--- config.mk ---
export PLATFORM = sky130hd
export DESIGN_NAME = uart_rx_os
export DESIGN_NICKNAME = d
export VERILOG_FILES = /design/src/rtl/uart_pkg.sv /design/src/rtl/uart_baud_tick.sv /design/src/rtl/uart_rx_os.sv
export SDC_FILE = /design/constraint.sdc
export NUM_CORES = 1
export LEC_CHECK = 0
export CORE_UTILIZATION = 50
export DETAILED_ROUTE_END_ITERATION = 16
export GPL_TIMING_DRIVEN = 0
export HOLD_SLACK_MARGIN = 0.12
export PLACE_DENSITY = 0.72
export SLEW_MARGIN = 10
export SYNTH_ARGS = -nofsm -noshare
export SYNTH_HDL_FRONTEND = slang
export SYNTH_HIERARCHICAL = 1
export SYNTH_SLANG_ARGS = --single-unit
--- constraint.sdc ---
create_clock -name clk -period 2.3 [get_ports clk]
set_clock_uncertainty 0.05 [all_clocks]
set_input_delay 0.46 -clock clk [delete_from_list [all_inputs] [get_ports clk]]
set_output_delay 0.46 -clock clk [all_outputs]
set_load 0.01 [all_outputs]
--- src/rtl/uart_pkg.sv ---
// UART shared definitions: parity modes, oversampling constants,
// sample points, FSM encoding and baud divider helper.
package uart_pkg;

  localparam int PARITY_NONE = 0;
  localparam int PARITY_ODD  = 1;
  localparam int PARITY_EVEN = 2;

  localparam int OS_RATE = 16;

  localparam logic [3:0] SC_S0   = 4'd7;
  localparam logic [3:0] SC_S1   = 4'd8;
  localparam logic [3:0] SC_S2   = 4'd9;
  localparam logic [3:0] SC_LAST = 4'd15;

  localparam logic [2:0] ST_IDLE   = 3'd0;
  localparam logic [2:0] ST_START  = 3'd1;
  localparam logic [2:0] ST_DATA   = 3'd2;
  localparam logic [2:0] ST_PARITY = 3'd3;
  localparam logic [2:0] ST_STOP   = 3'd4;

  function automatic int uart_div(input int clk_hz, input int baud);
    return clk_hz / (baud * OS_RATE);
  endfunction

endpackage

--- src/rtl/uart_baud_tick.sv ---
// Oversampling tick generator: one-clock pulse every DIV clocks.
// Shared between the UART receiver and transmitter.
module uart_baud_tick #(
  parameter int DIV = 2
) (
  input  logic clk,
  input  logic rst,
  input  logic en,
  output logic os_tick
);

  localparam int CW = (DIV > 1) ? $clog2(DIV) : 1;
  localparam logic [CW-1:0] LAST = CW'(DIV - 1);

  logic [CW-1:0] cnt;

  // free-running divider, wraps at DIV-1
  always_ff @(posedge clk or posedge rst) begin
    if (rst) begin
      cnt <= '0;
    end else if (en) begin
      cnt <= (cnt == LAST) ? '0 : cnt + CW'(1);
    end
  end

  assign os_tick = en && (cnt == LAST);

endmodule

--- src/rtl/uart_rx_os.sv ---
// 16x oversampled UART receiver with majority vote, parity,
// framing/overrun status and a valid/ready word output.
module uart_rx_os
  import uart_pkg::*;
#(
  parameter int CLK_HZ    = 100_000_000,
  parameter int BAUD      = 9600,
  parameter int DATA_BITS = 8,
  parameter int PARITY    = 0
) (
  input  logic                 clk,
  input  logic                 rst,
  input  logic                 uart_rx,
  output logic [DATA_BITS-1:0] rx_data,
  output logic                 rx_valid,
  input  logic                 rx_ready,
  output logic                 rx_frame_err,
  output logic                 rx_parity_err,
  output logic                 rx_overrun,
  output logic                 rx_busy
);

  localparam int DIV = uart_div(CLK_HZ, BAUD);
  localparam int BW  = $clog2(DATA_BITS + 1);
  localparam logic [BW-1:0] LAST_BIT = BW'(DATA_BITS - 1);

  if (DIV < 2) begin : g_bad_div
    $error("uart_rx_os: DIV must be >= 2");
  end
  if (DATA_BITS < 5 || DATA_BITS > 9) begin : g_bad_bits
    $error("uart_rx_os: DATA_BITS must be 5..9");
  end
  if (PARITY < PARITY_NONE || PARITY > PARITY_EVEN) begin : g_bad_par
    $error("uart_rx_os: PARITY must be 0..2");
  end

  logic                 rx_m;
  logic                 rx_s;
  logic                 os_tick;
  logic [2:0]           state;
  logic [3:0]           sc;
  logic [BW-1:0]        bidx;
  logic [DATA_BITS-1:0] shreg;
  logic [2:0]           smp;
  logic                 par_q;
  logic                 armed;
  logic                 maj_st;
  logic                 maj_live;
  logic                 commit;

  uart_baud_tick #(.DIV(DIV)) u_tick (
    .clk     (clk),
    .rst     (rst),
    .en      (1'b1),
    .os_tick (os_tick)
  );

  // two-stage synchroniser, idles high
  always_ff @(posedge clk or posedge rst) begin
    if (rst) begin
      rx_m <= 1'b1;
      rx_s <= 1'b1;
    end else begin
      rx_m <= uart_rx;
      rx_s <= rx_m;
    end
  end

  assign maj_st = (smp[0] & smp[1]) | (smp[0] & smp[2]) | (smp[1] & smp[2]);
  assign maj_live = (smp[0] & smp[1]) | (smp[0] & rx_s) | (smp[1] & rx_s);
  assign commit = os_tick && (state == ST_STOP) && (sc == SC_S2);

  // frame FSM; armed blocks re-triggering while a break holds the line low
  always_ff @(posedge clk or posedge rst) begin
    if (rst) begin
      state   <= ST_IDLE;
      sc      <= '0;
      bidx    <= '0;
      shreg   <= '0;
      smp     <= '0;
      par_q   <= 1'b0;
      armed   <= 1'b1;
      rx_busy <= 1'b0;
    end else if (os_tick) begin
      if (state != ST_IDLE) begin
        sc <= sc + 4'd1;
        if (sc == SC_S0) smp[0] <= rx_s;
        if (sc == SC_S1) smp[1] <= rx_s;
        if (sc == SC_S2) smp[2] <= rx_s;
      end
      unique case (state)
        ST_IDLE: begin
          if (rx_s) armed <= 1'b1;
          if (armed && !rx_s) begin
            state   <= ST_START;
            sc      <= '0;
            bidx    <= '0;
            par_q   <= 1'b0;
            rx_busy <= 1'b1;
          end
        end
        ST_START: begin
          if (sc == SC_LAST) begin
            if (!maj_st) begin
              state <= ST_DATA;
            end else begin
              state   <= ST_IDLE;
              rx_busy <= 1'b0;
            end
          end
        end
        ST_DATA: begin
          if (sc == SC_LAST) begin
            shreg <= {maj_st, shreg[DATA_BITS-1:1]};
            bidx  <= bidx + BW'(1);
            if (bidx == LAST_BIT) begin
              state <= (PARITY != PARITY_NONE) ? ST_PARITY : ST_STOP;
            end
          end
        end
        ST_PARITY: begin
          if (sc == SC_LAST) begin
            par_q <= (((^shreg) ^ maj_st) != (PARITY == PARITY_ODD));
            state <= ST_STOP;
          end
        end
        ST_STOP: begin
          if (sc == SC_S2) begin
            state   <= ST_IDLE;
            rx_busy <= 1'b0;
            if (!maj_live) armed <= 1'b0;
          end
        end
        default: begin
          state   <= ST_IDLE;
          rx_busy <= 1'b0;
        end
      endcase
    end
  end

  // output holding register with valid/ready handshake and overrun pulse
  always_ff @(posedge clk or posedge rst) begin
    if (rst) begin
      rx_data       <= '0;
      rx_valid      <= 1'b0;
      rx_frame_err  <= 1'b0;
      rx_parity_err <= 1'b0;
      rx_overrun    <= 1'b0;
    end else begin
      rx_overrun <= 1'b0;
      if (commit) begin
        if (!rx_valid || rx_ready) begin
          rx_data       <= shreg;
          rx_frame_err  <= ~maj_live;
          rx_parity_err <= par_q;
          rx_valid      <= 1'b1;
        end else begin
          rx_overrun <= 1'b1;
        end
      end else if (rx_valid && rx_ready) begin
        rx_valid <= 1'b0;
      end
    end
  end

endmodule

==> impl_metrics.py, run 1 <==
metrics = {
    "drt": {
        "first_pass_iters": 4,
        "vias_per_cell": 5.69,
        "wl_per_cell_um": 14.5,
        "antenna_left": 0,
        "dr.first_iter.drc_count": 45,
        "wl_um": 4250,
        "dr_total_vias": 1668,
        "drc": 0,
    },
    "setup_path": {
        "ff2ff_path_depth": 8,
        "worstReg2RegEnd": "rx_data[6]",
        "cp.required_ps": 2440,
        "reg2reg_from": "u_tick/cnt[1]",
        "setup.worst_path.end_class": "register",
        "critPathMaxFanout": 7,
        "critPathKind": "reg2reg",
        "critPathTopFamily": "simple AND/OR/NAND/NOR gates",
        "max_stage_delay_ps": 430,
        "crit_buf_inv": 2,
        "startpoint_type": "register",
        "slowest_stage": "dfrtp_2",
        "path_cells": "ha_1 > nand4bb_1 > nor3_4 > buf_4 > nand4_1 > nor2b_2 > buf_6 > mux2_1",
        "r2r_slack_ps": 110,
        "worstPathArrival_ps": 2330,
    },
    "finish": {
        "nets": 250,
        "drive_above_1_share": 0.199,
        "syn_to_final_growth_pct": 17.9,
        "n_antenna_cell": 0,
        "fillers": 395,
        "fin_util": 0.636,
    },
    "clock_tree": {
        "root_buffer": "clkbuf_8",
        "path_clk_slew_ps": 90,
        "numCtsBuffers": 5,
        "clock_path_buffers": 2,
        "holdBufCountCts": 0,
        "insertion_delay_ps": 310,
        "htreeDepth": 2,
        "clock-sinks": 49,
        "cts_tree": "built",
    },
    "run": {
        "maxCapViolCount": 0,
    },
    "run_status": {
        "outcome": "finished, final reports clean",
    },
    "power_and_ir_drop": {
        "p_int_mw": 1.29,
        "power_frac_comb": 0.144,
        "p_seq_frac": 0.577,
        "powerDensity_nw_per_um2": 633,
        "power_leakage_nw": 1.30,
        "vdd_drop_max_mv": 0.316,
        "p_sw_mw": 0.524,
        "swShare": 0.290,
        "clkPwrFrac": 0.280,
    },
    "grt": {
        "grt_max_degree": 40,
        "antenna_found_initial": 0,
        "grt_use_total": 0.180,
        "grt_pass1_wl_um": 7160,
        "grt_pass1_vias": 1574,
        "grt_overflow": 0,
    },
    "logic_synthesis": {
        "synth_cell_types": 54,
        "synth-seq-cells": 49,
        "synth_cells": 208,
        "syn-num-nets": 218,
        "yosys.area.top_type_share": 0.474,
        "syn_area_per_cell_um2": 11.7,
        "synth_top_area_cell": "dfrtp_1",
        "ys_seq_area_frac": 0.507,
        "synthArstFlopShare": 1.00,
        "ys_top_cells_by_area": "dfrtp_1, mux2_1, mux2_2",
        "synth-edff-count": 0,
        "ys_warn_count": 6,
        "synth_area_um2": 2430,
        "synth.most_common_cell": "dfrtp_1",
        "synthFlopType": "dfrtp_1",
    },
    "timing": {
        "rsz0062_at_grt": "true",
        "setup_viol": 0,
        "fin_crit_ps": 2190,
        "tightest_slew_ps": 788,
        "fin_hold_ws_ps": 310,
        "max-slew-margin-rel": 0.474,
        "slew_violations": 0,
        "setup_ws_ps": 113,
        "clock.fmax_ghz": 0.457,
        "period_share": 0.951,
        "finalHoldViolCount": 0,
    },
    "place": {
        "place_hpwl_um": 2830,
        "gp_congestion": 0.871,
        "place_ws_ps": -302,
        "io_buffers": 16,
    },
    "floorplanning": {
        "num_rows": 24,
        "die_w_um": 71.7,
        "io_pins": 17,
        "dieArea_um2": 5140,
        "die_h_um": 71.7,
        "core_um2": 4500,
        "start_util": 0.539,
    },
    "worst_hold_path": {
        "hold_path.class": "reg2reg",
        "whs_endpoint": "rx_s",
        "holdCritStartpoint": "rx_m",
        "hold_path_depth": 0,
    },
}
-- worst max-delay path by stage --
stage / to / slack [ps] / from / depth (start not counted)
3_3_place_gp: bidx[3] / -270 / u_tick/cnt[0] / 8
3_5_place_dp: bidx[3] / -300 / u_tick/cnt[0] / 8
2_1_floorplan: bidx[3] / 50 / u_tick/cnt[0] / 8
4_1_cts: state[1] / 30 / u_tick/cnt[0] / 8
5_1_grt: rx_data[4] / -20 / u_tick/cnt[0] / 9
6_report: rx_data[6] / 110 / u_tick/cnt[1] / 8
-- area by class of cell --
cell class / count / area (um^2) / share of cell area
clock inverters: 3 / 22.5 / 0.00787
inverters: 11 / 41.3 / 0.0144
flip-flops and latches: 49 / 1230 / 0.431
repair buffers: 25 / 231 / 0.0809
multi-input cells: 143 / 1170 / 0.408
well taps: 52 / 65.1 / 0.0227
clock buffers: 5 / 68.8 / 0.0240
plain buffers: 5 / 32.5 / 0.0114
-- stage by stage --
| stage | power [mW] | std cells | area [um^2] | setup TNS [ps] |
|---|---|---|---|---|
| floorplan | 1.21 | 208 | 2430 | 0 |
| global placement | 1.27 | 276 | 2650 | -4550 |
| detailed placement | 1.28 | 276 | 2650 | -5260 |
| CTS | 1.81 | 290 | 2800 | 0 |
| global route | 1.91 | 293 | 2860 | -26.4 |
| finish | 1.81 | 293 | 2860 | 0 |
-- logic make-up (layout without fill, tap and decap cells) --
logic type,after synthesis,in the layout,share of synthesized area
mux,24,24,0.110
fa+ha+maj,8,8,0.0392
simple gates,69,69,0.176
xor+xnor,14,14,0.0562
buf+inv,16,49,0.0289
flops,49,49,0.507
other cells,1,1,0.00154
compound gates,27,27,0.0809
-- power by group through the flow --
stage	combinational [mW]	clock [mW]	sequential, mW
6_report	0.260	0.506	1.04
5_1_grt	0.300	0.554	1.06
3_5_place_dp	0.216	0	1.06
2_1_floorplan	0.180	0	1.03
3_3_place_gp	0.211	0	1.06
4_1_cts	0.247	0.524	1.03
-- sequential cells by signal, indices dropped and copies added (netlist names), 3 cells and up --
register / flops
smp: 3
shreg: 8
u_tick/cnt: 10
state: 3
rx_data: 8
sc: 4
bidx: 4
-- routing by layer --
metal  share of wire  vias to the layer above  GRT usage
li1                -                      811          -
met4          0.0092                        0     0.0566
met5               0                        -          0
met3           0.038                        4     0.0478
met2            0.46                       34      0.281
met1            0.49                      819      0.248
-- layout by cell type, fill, tap and decap left out, drive strengths merged, types with 5 or more instances in the layout --
cell	Yosys	layout
inv	11	11
ha	6	6
mux2	22	22
clkdlybuf4s50	0	16
buf	4	13
dfrtp	46	46
nor2	11	11
nand4	7	7
xnor2	10	10
nand3	10	10
nand2b	5	5
o21ai	6	6
nand2	11	11
clkbuf	1	6
-- what timing repair did --
action / 4_1_cts / 5_1_grt
buffers inserted: 6 / 2
gates cloned: 0 / 1
resized for setup: 4 / 8
endpoints found under the setup margin: 24 / 22
pin swaps: 1 / 3
endpoints found under the hold margin: 0 / 0
No activity file was read; power rests on OpenSTA's default activity.
==> run 2: changes to the inputs <==
Settings changed: SKIP_CTS_REPAIR_TIMING set to 1.
==> run 2 against run 1 <==
Net effect:
- setup slack got worse by 77 ps
- fmax down 3.4%
- register-to-register slack lost 80 ps
- critical path depth increased by 1
- global-route usage fell by 0.39 points
- sequential share of layout area is 0.97 points lower
- total power is 3.3% higher
- combinational power rose by 24%
- sequential power hardly changed
- utilization grew 1.5 points
- critical endpoint is now bidx[2]
- largest power group unchanged
==> impl_metrics.py, run 2 (synthesized netlist as in run 1, its figures left out) <==
metrics = {
    "run_status": {
        "outcome": "finished, final reports clean",
    },
    "drt": {
        "dr_total_vias": 1694,
        "wl_met2_um": 2010,
        "vias_per_cell": 5.65,
        "drc": 0,
        "first_pass_iters": 4,
        "met3WireLength_um": 135,
        "highest_layer": "met4",
        "drt-met1-wl_um": 2110,
        "antenna_left": 0,
        "wl_um": 4290,
        "wl_per_cell_um": 14.3,
        "dr.first_iter.drc_count": 46,
    },
    "worst_hold_path": {
        "hold_path_depth": 0,
        "hold_path.class": "reg2reg",
        "holdCritStartpoint": "rx_m",
    },
    "finish": {
        "nets": 257,
        "stdcell_area_um2": 2930,
        "layout_common_cells": "dfrtp_1, clkdlybuf4s50_1, buf_4",
        "n_antenna_cell": 0,
        "reg.largest.list": "u_tick/cnt: 10 flops, rx_data: 8 flops, shreg: 8 flops",
        "fin_cells": 300,
        "final_common_cell": "dfrtp_1",
        "drive_above_1_share": 0.238,
        "top_register": "u_tick/cnt",
        "largest_reg_flops": 10,
        "fin_util": 0.650,
        "syn_to_final_growth_pct": 20.7,
    },
    "timing": {
        "period_share": 0.985,
        "slew_violations": 0,
        "setup_ws_ps": 35.6,
        "fin_crit_ps": 2260,
        "finalHoldViolCount": 0,
        "fin_setup_tns_ps": 0,
        "setup_viol": 0,
        "clock.fmax_ghz": 0.442,
        "fin_hold_ws_ps": 311,
        "tightest_slew_ps": 789,
        "max-slew-margin-rel": 0.473,
        "rsz0062_at_grt": "true",
    },
    "floorplanning": {
        "num_rows": 24,
        "dieArea_um2": 5140,
        "die_w_um": 71.7,
        "start_util": 0.539,
        "die_h_um": 71.7,
        "io_pins": 17,
        "core_um2": 4500,
    },
    "power_and_ir_drop": {
        "clkPwrFrac": 0.272,
        "total_power_mw": 1.87,
        "vdd_drop_max_mv": 0.336,
        "powerDensity_nw_per_um2": 639,
        "p_int_mw": 1.33,
        "power_leakage_nw": 1.34,
        "swShare": 0.290,
        "power_frac_comb": 0.173,
        "p_sw_mw": 0.542,
        "p_seq_frac": 0.555,
    },
    "setup_path": {
        "ff2ff_path_depth": 9,
        "setup.worst_path.end_class": "register",
        "reg2reg_from": "u_tick/cnt[0]",
        "cp-endpoint": "bidx[2]",
        "startpoint_type": "register",
        "worstReg2RegEnd": "bidx[2]",
        "cp-startpoint": "u_tick/cnt[0]",
        "critPathMaxFanout": 7,
        "r2r_slack_ps": 40,
        "cp.required_ps": 2480,
        "critPathKind": "reg2reg",
        "worstPathArrival_ps": 2450,
    },
    "clock_tree": {
        "numCtsBuffers": 5,
        "insertion_delay_ps": 310,
        "clock-sinks": 49,
        "clock_path_buffers": 2,
        "cts_tree": "built",
        "htreeDepth": 2,
        "path_clk_slew_ps": 90,
        "root_buffer": "clkbuf_8",
    },
    "grt": {
        "grt_max_degree": 40,
        "antenna_found_initial": 0,
        "grt_use_total": 0.176,
        "grt_pass1_wl_um": 7020,
        "grt_overflow": 0,
        "grt_pass1_vias": 1525,
    },
    "place": {
        "place_hpwl_um": 2830,
        "placed_cells": 276,
        "placed_area_um2": 2650,
        "gp_congestion": 0.871,
        "io_buffers": 16,
        "place_ws_ps": -302,
    },
    "run": {
        "maxCapViolCount": 0,
    },
}
-- run 2: critical path, stage by stage, from the launching register on --
cell       delay (ps)
dfrtp_2           430
inv_2              70
ha_4              130
nand4bb_4         130
nor3_4            210
buf_6             140
nor3b_4           240
o21ai_4           130
or4_4             550
a21oi_2           130
-- run 2: worst min path at each step --
| stage | slack, ps | endpoint |
|---|---|---|
| final | 310 | rx_s |
| after global routing | 310 | rx_s |
| after CTS | 310 | rx_s |
| after detailed placement | 300 | rx_s |
| after global placement | 300 | rx_s |
| after floorplan | 250 | u_tick/cnt[0] |
-- run 2: metal layers --
| layer | GRT usage | vias to the layer above |
|---|---|---|
| li1 | - | 828 |
| met1 | 0.238 | 838 |
| met2 | 0.280 | 23 |
| met3 | 0.0478 | 5 |
| met4 | 0.0523 | 0 |
| met5 | 0 | - |
-- run 2: power groups by stage --
stage	Combinational [mW]	Sequential [mW]	Clock (mW)
4_1_cts	0.218	1.05	0.524
2_1_floorplan	0.180	1.03	0
3_3_place_gp	0.211	1.06	0
6_report	0.323	1.04	0.509
5_1_grt	0.369	1.05	0.554
3_5_place_dp	0.216	1.06	0
-- run 2: layout make-up --
type | instances | area (um^2)
Buffer | 5 | 32.5
Clock buffer | 5 | 68.8
Clock inverter | 3 | 22.5
Fill cell | 394 | 1580
Inverter | 11 | 41.3
Multi-Input combinational cell | 143 | 1190
Sequential cell | 49 | 1230
Tap cell | 52 | 65.1
Timing Repair Buffer | 32 | 279
==> run 3: changes to the inputs <==
Settings changed: CORE_MARGIN set to 5.
==> run 3 against run 2 <==
Net effect:
- the flow now finishes with violations (setup timing)
- fmax is 3.7% lower
- global-route usage is 2.2 points lower
- first-iteration DRC count rose by 96%
- total power down 2.0%
- register-to-register slack worse by 90 ps
- cell area up 3.8%
- die area up 24%
- clock power shrank 3%
==> impl_metrics.py, run 3 (synthesized netlist as in run 1, its figures left out) <==
metrics = {
    "setup_path": {
        "critPathKind": "reg2reg",
        "ff2ff_path_depth": 9,
        "r2r_slack_ps": -50,
        "worstPathArrival_ps": 2530,
        "startpoint_type": "register",
        "reg2reg_from": "u_tick/cnt[0]",
        "cp.required_ps": 2480,
        "worstReg2RegEnd": "bidx[2]",
        "critPathMaxFanout": 5,
        "setup.worst_path.end_class": "register",
    },
    "timing": {
        "clock.fmax_ghz": 0.425,
        "setup_viol": 4,
        "period_share": 1.02,
        "max-slew-margin-rel": 0.456,
        "finalHoldViolCount": 0,
        "setup_ws_ps": -52.1,
        "rsz0062_at_grt": "true",
        "tightest_slew_ps": 814,
        "fin_hold_ws_ps": 312,
        "slew_violations": 0,
        "fin_crit_ps": 2350,
        "fin_setup_tns_ps": -97.0,
    },
    "finish": {
        "layout_common_cells": "dfrtp_1, clkdlybuf4s50_1, buf_4, nor2_1, mux2_2",
        "fillers": 359,
        "largest_reg_flops": 10,
        "reg.largest.list": "u_tick/cnt: 10 flops, rx_data: 8 flops, shreg: 8 flops",
        "top_register": "u_tick/cnt",
        "syn_to_final_growth_pct": 25.3,
        "drive_above_1_share": 0.286,
        "seq_area_um2": 1230,
        "stdcell_area_um2": 3040,
        "n_antenna_cell": 0,
        "final_common_cell": "dfrtp_1",
        "multi_input_area_um2": 1250,
        "nets": 257,
    },
    "clock_tree": {
        "insertion_delay_ps": 300,
        "root_buffer": "clkbuf_8",
        "numCtsBuffers": 5,
        "htreeDepth": 2,
        "clock_path_buffers": 2,
        "cts_tree": "built",
        "clock-sinks": 49,
        "path_clk_slew_ps": 90,
    },
    "drt": {
        "dr.first_iter.drc_count": 90,
        "antenna_left": 0,
        "first_pass_iters": 4,
        "wl_um": 4730,
        "dr_total_vias": 1721,
        "drc": 0,
        "wl_per_cell_um": 15.0,
        "vias_per_cell": 5.46,
    },
    "grt": {
        "busiest_layer": "met2",
        "grt.met2_usage": 0.243,
        "grt_pass1_wl_um": 7690,
        "grt_max_degree": 40,
        "antenna_found_initial": 0,
        "grt_pass1_vias": 1639,
        "grt_use_met3": 0.0395,
        "grt_use_met1": 0.204,
        "grt_use_total": 0.155,
        "grt_overflow": 0,
    },
    "floorplanning": {
        "start_util": 0.514,
        "io_pins": 17,
        "core_um2": 4720,
        "die_w_um": 79.7,
        "dieArea_um2": 6350,
        "num_rows": 25,
        "die_h_um": 79.7,
    },
    "worst_hold_path": {
        "hold_path.class": "reg2reg",
        "holdCritStartpoint": "rx_m",
        "whs_endpoint": "rx_s",
        "hold_path_depth": 0,
    },
    "power_and_ir_drop": {
        "vdd_drop_max_mv": 0.265,
        "p_sw_mw": 0.528,
        "p_seq_frac": 0.574,
        "p_int_mw": 1.31,
        "swShare": 0.288,
        "power_frac_comb": 0.156,
        "clkPwrFrac": 0.270,
        "power_leakage_nw": 1.34,
        "powerDensity_nw_per_um2": 603,
    },
    "run_status": {
        "failed_checks": "setup timing",
        "outcome": "finished with violations",
    },
    "place": {
        "gp_congestion": 0.801,
        "place_hpwl_um": 2980,
        "placed_area_um2": 2670,
        "place_ws_ps": -286,
        "io_buffers": 16,
    },
    "run": {
        "maxCapViolCount": 0,
    },
}
[run 3: cell types whose count changed in the layout (fill, tap and decap cells not counted), moves of 2 or more]
cell        previous run  this run
o31ai_1                3         0
o31ai_2                0         3
mux2_1                11         2
mux2_4                 0         9
clkinv_4               2         0
buf_2                  4         2
clkinvlp_4             0         2
[run 3: how the worst max path moves through the flow]
| stage | start | end | slack [ps] | cells after the start |
|---|---|---|---|---|
| finish | u_tick/cnt[0] | bidx[2] | -50 | 9 |
| CTS | u_tick/cnt[0] | bidx[3] | -310 | 8 |
| global placement | u_tick/cnt[0] | bidx[3] | -270 | 8 |
| global route | u_tick/cnt[0] | bidx[2] | -150 | 9 |
| detailed placement | u_tick/cnt[0] | bidx[3] | -290 | 8 |
| floorplan | u_tick/cnt[0] | bidx[3] | 50 | 8 |
[run 3: cell type report]
type / instances / share of cell area
Multi-Input combinational cell: 143 / 0.411
Sequential cell: 49 / 0.405
Timing Repair Buffer: 32 / 0.103
Tap cell: 67 / 0.0276
Clock buffer: 6 / 0.0239
Inverter: 11 / 0.0136
Buffer: 5 / 0.0107
Clock inverter: 2 / 0.00494
[run 3: per-stage QoR]
| step | instances | total power [mW] | utilization |
|---|---|---|---|
| finish | 315 | 1.83 | 0.644 |
| global route | 315 | 1.94 | 0.644 |
| CTS | 299 | 1.78 | 0.584 |
| detailed placement | 291 | 1.28 | 0.566 |
| global placement | 291 | 1.27 | 0.566 |
| floorplan | 208 | 1.21 | - |
[run 3: worst max-delay path: stages, from the launching register on]
cell	delay [ps]
dfrtp_2	450
inv_2	80
ha_4	140
nand4bb_4	130
nor3_4	250
buf_12	140
nor3b_4	250
o21ai_4	110
or4_4	550
a21oi_2	130
[run 3: metal layers]
layer  vias up  wire [um]
met5         -          0
met4         0         81
met3         7        213
met2        32       2230
met1       856       2210
li1        826          -
[run 3: power groups by stage]
stage	Sequential (mW)	Clock (mW)	Combinational, mW
6_report	1.05	0.496	0.286
5_1_grt	1.07	0.553	0.324
4_1_cts	1.05	0.518	0.215
3_5_place_dp	1.06	0	0.213
3_3_place_gp	1.06	0	0.210
2_1_floorplan	1.03	0	0.180
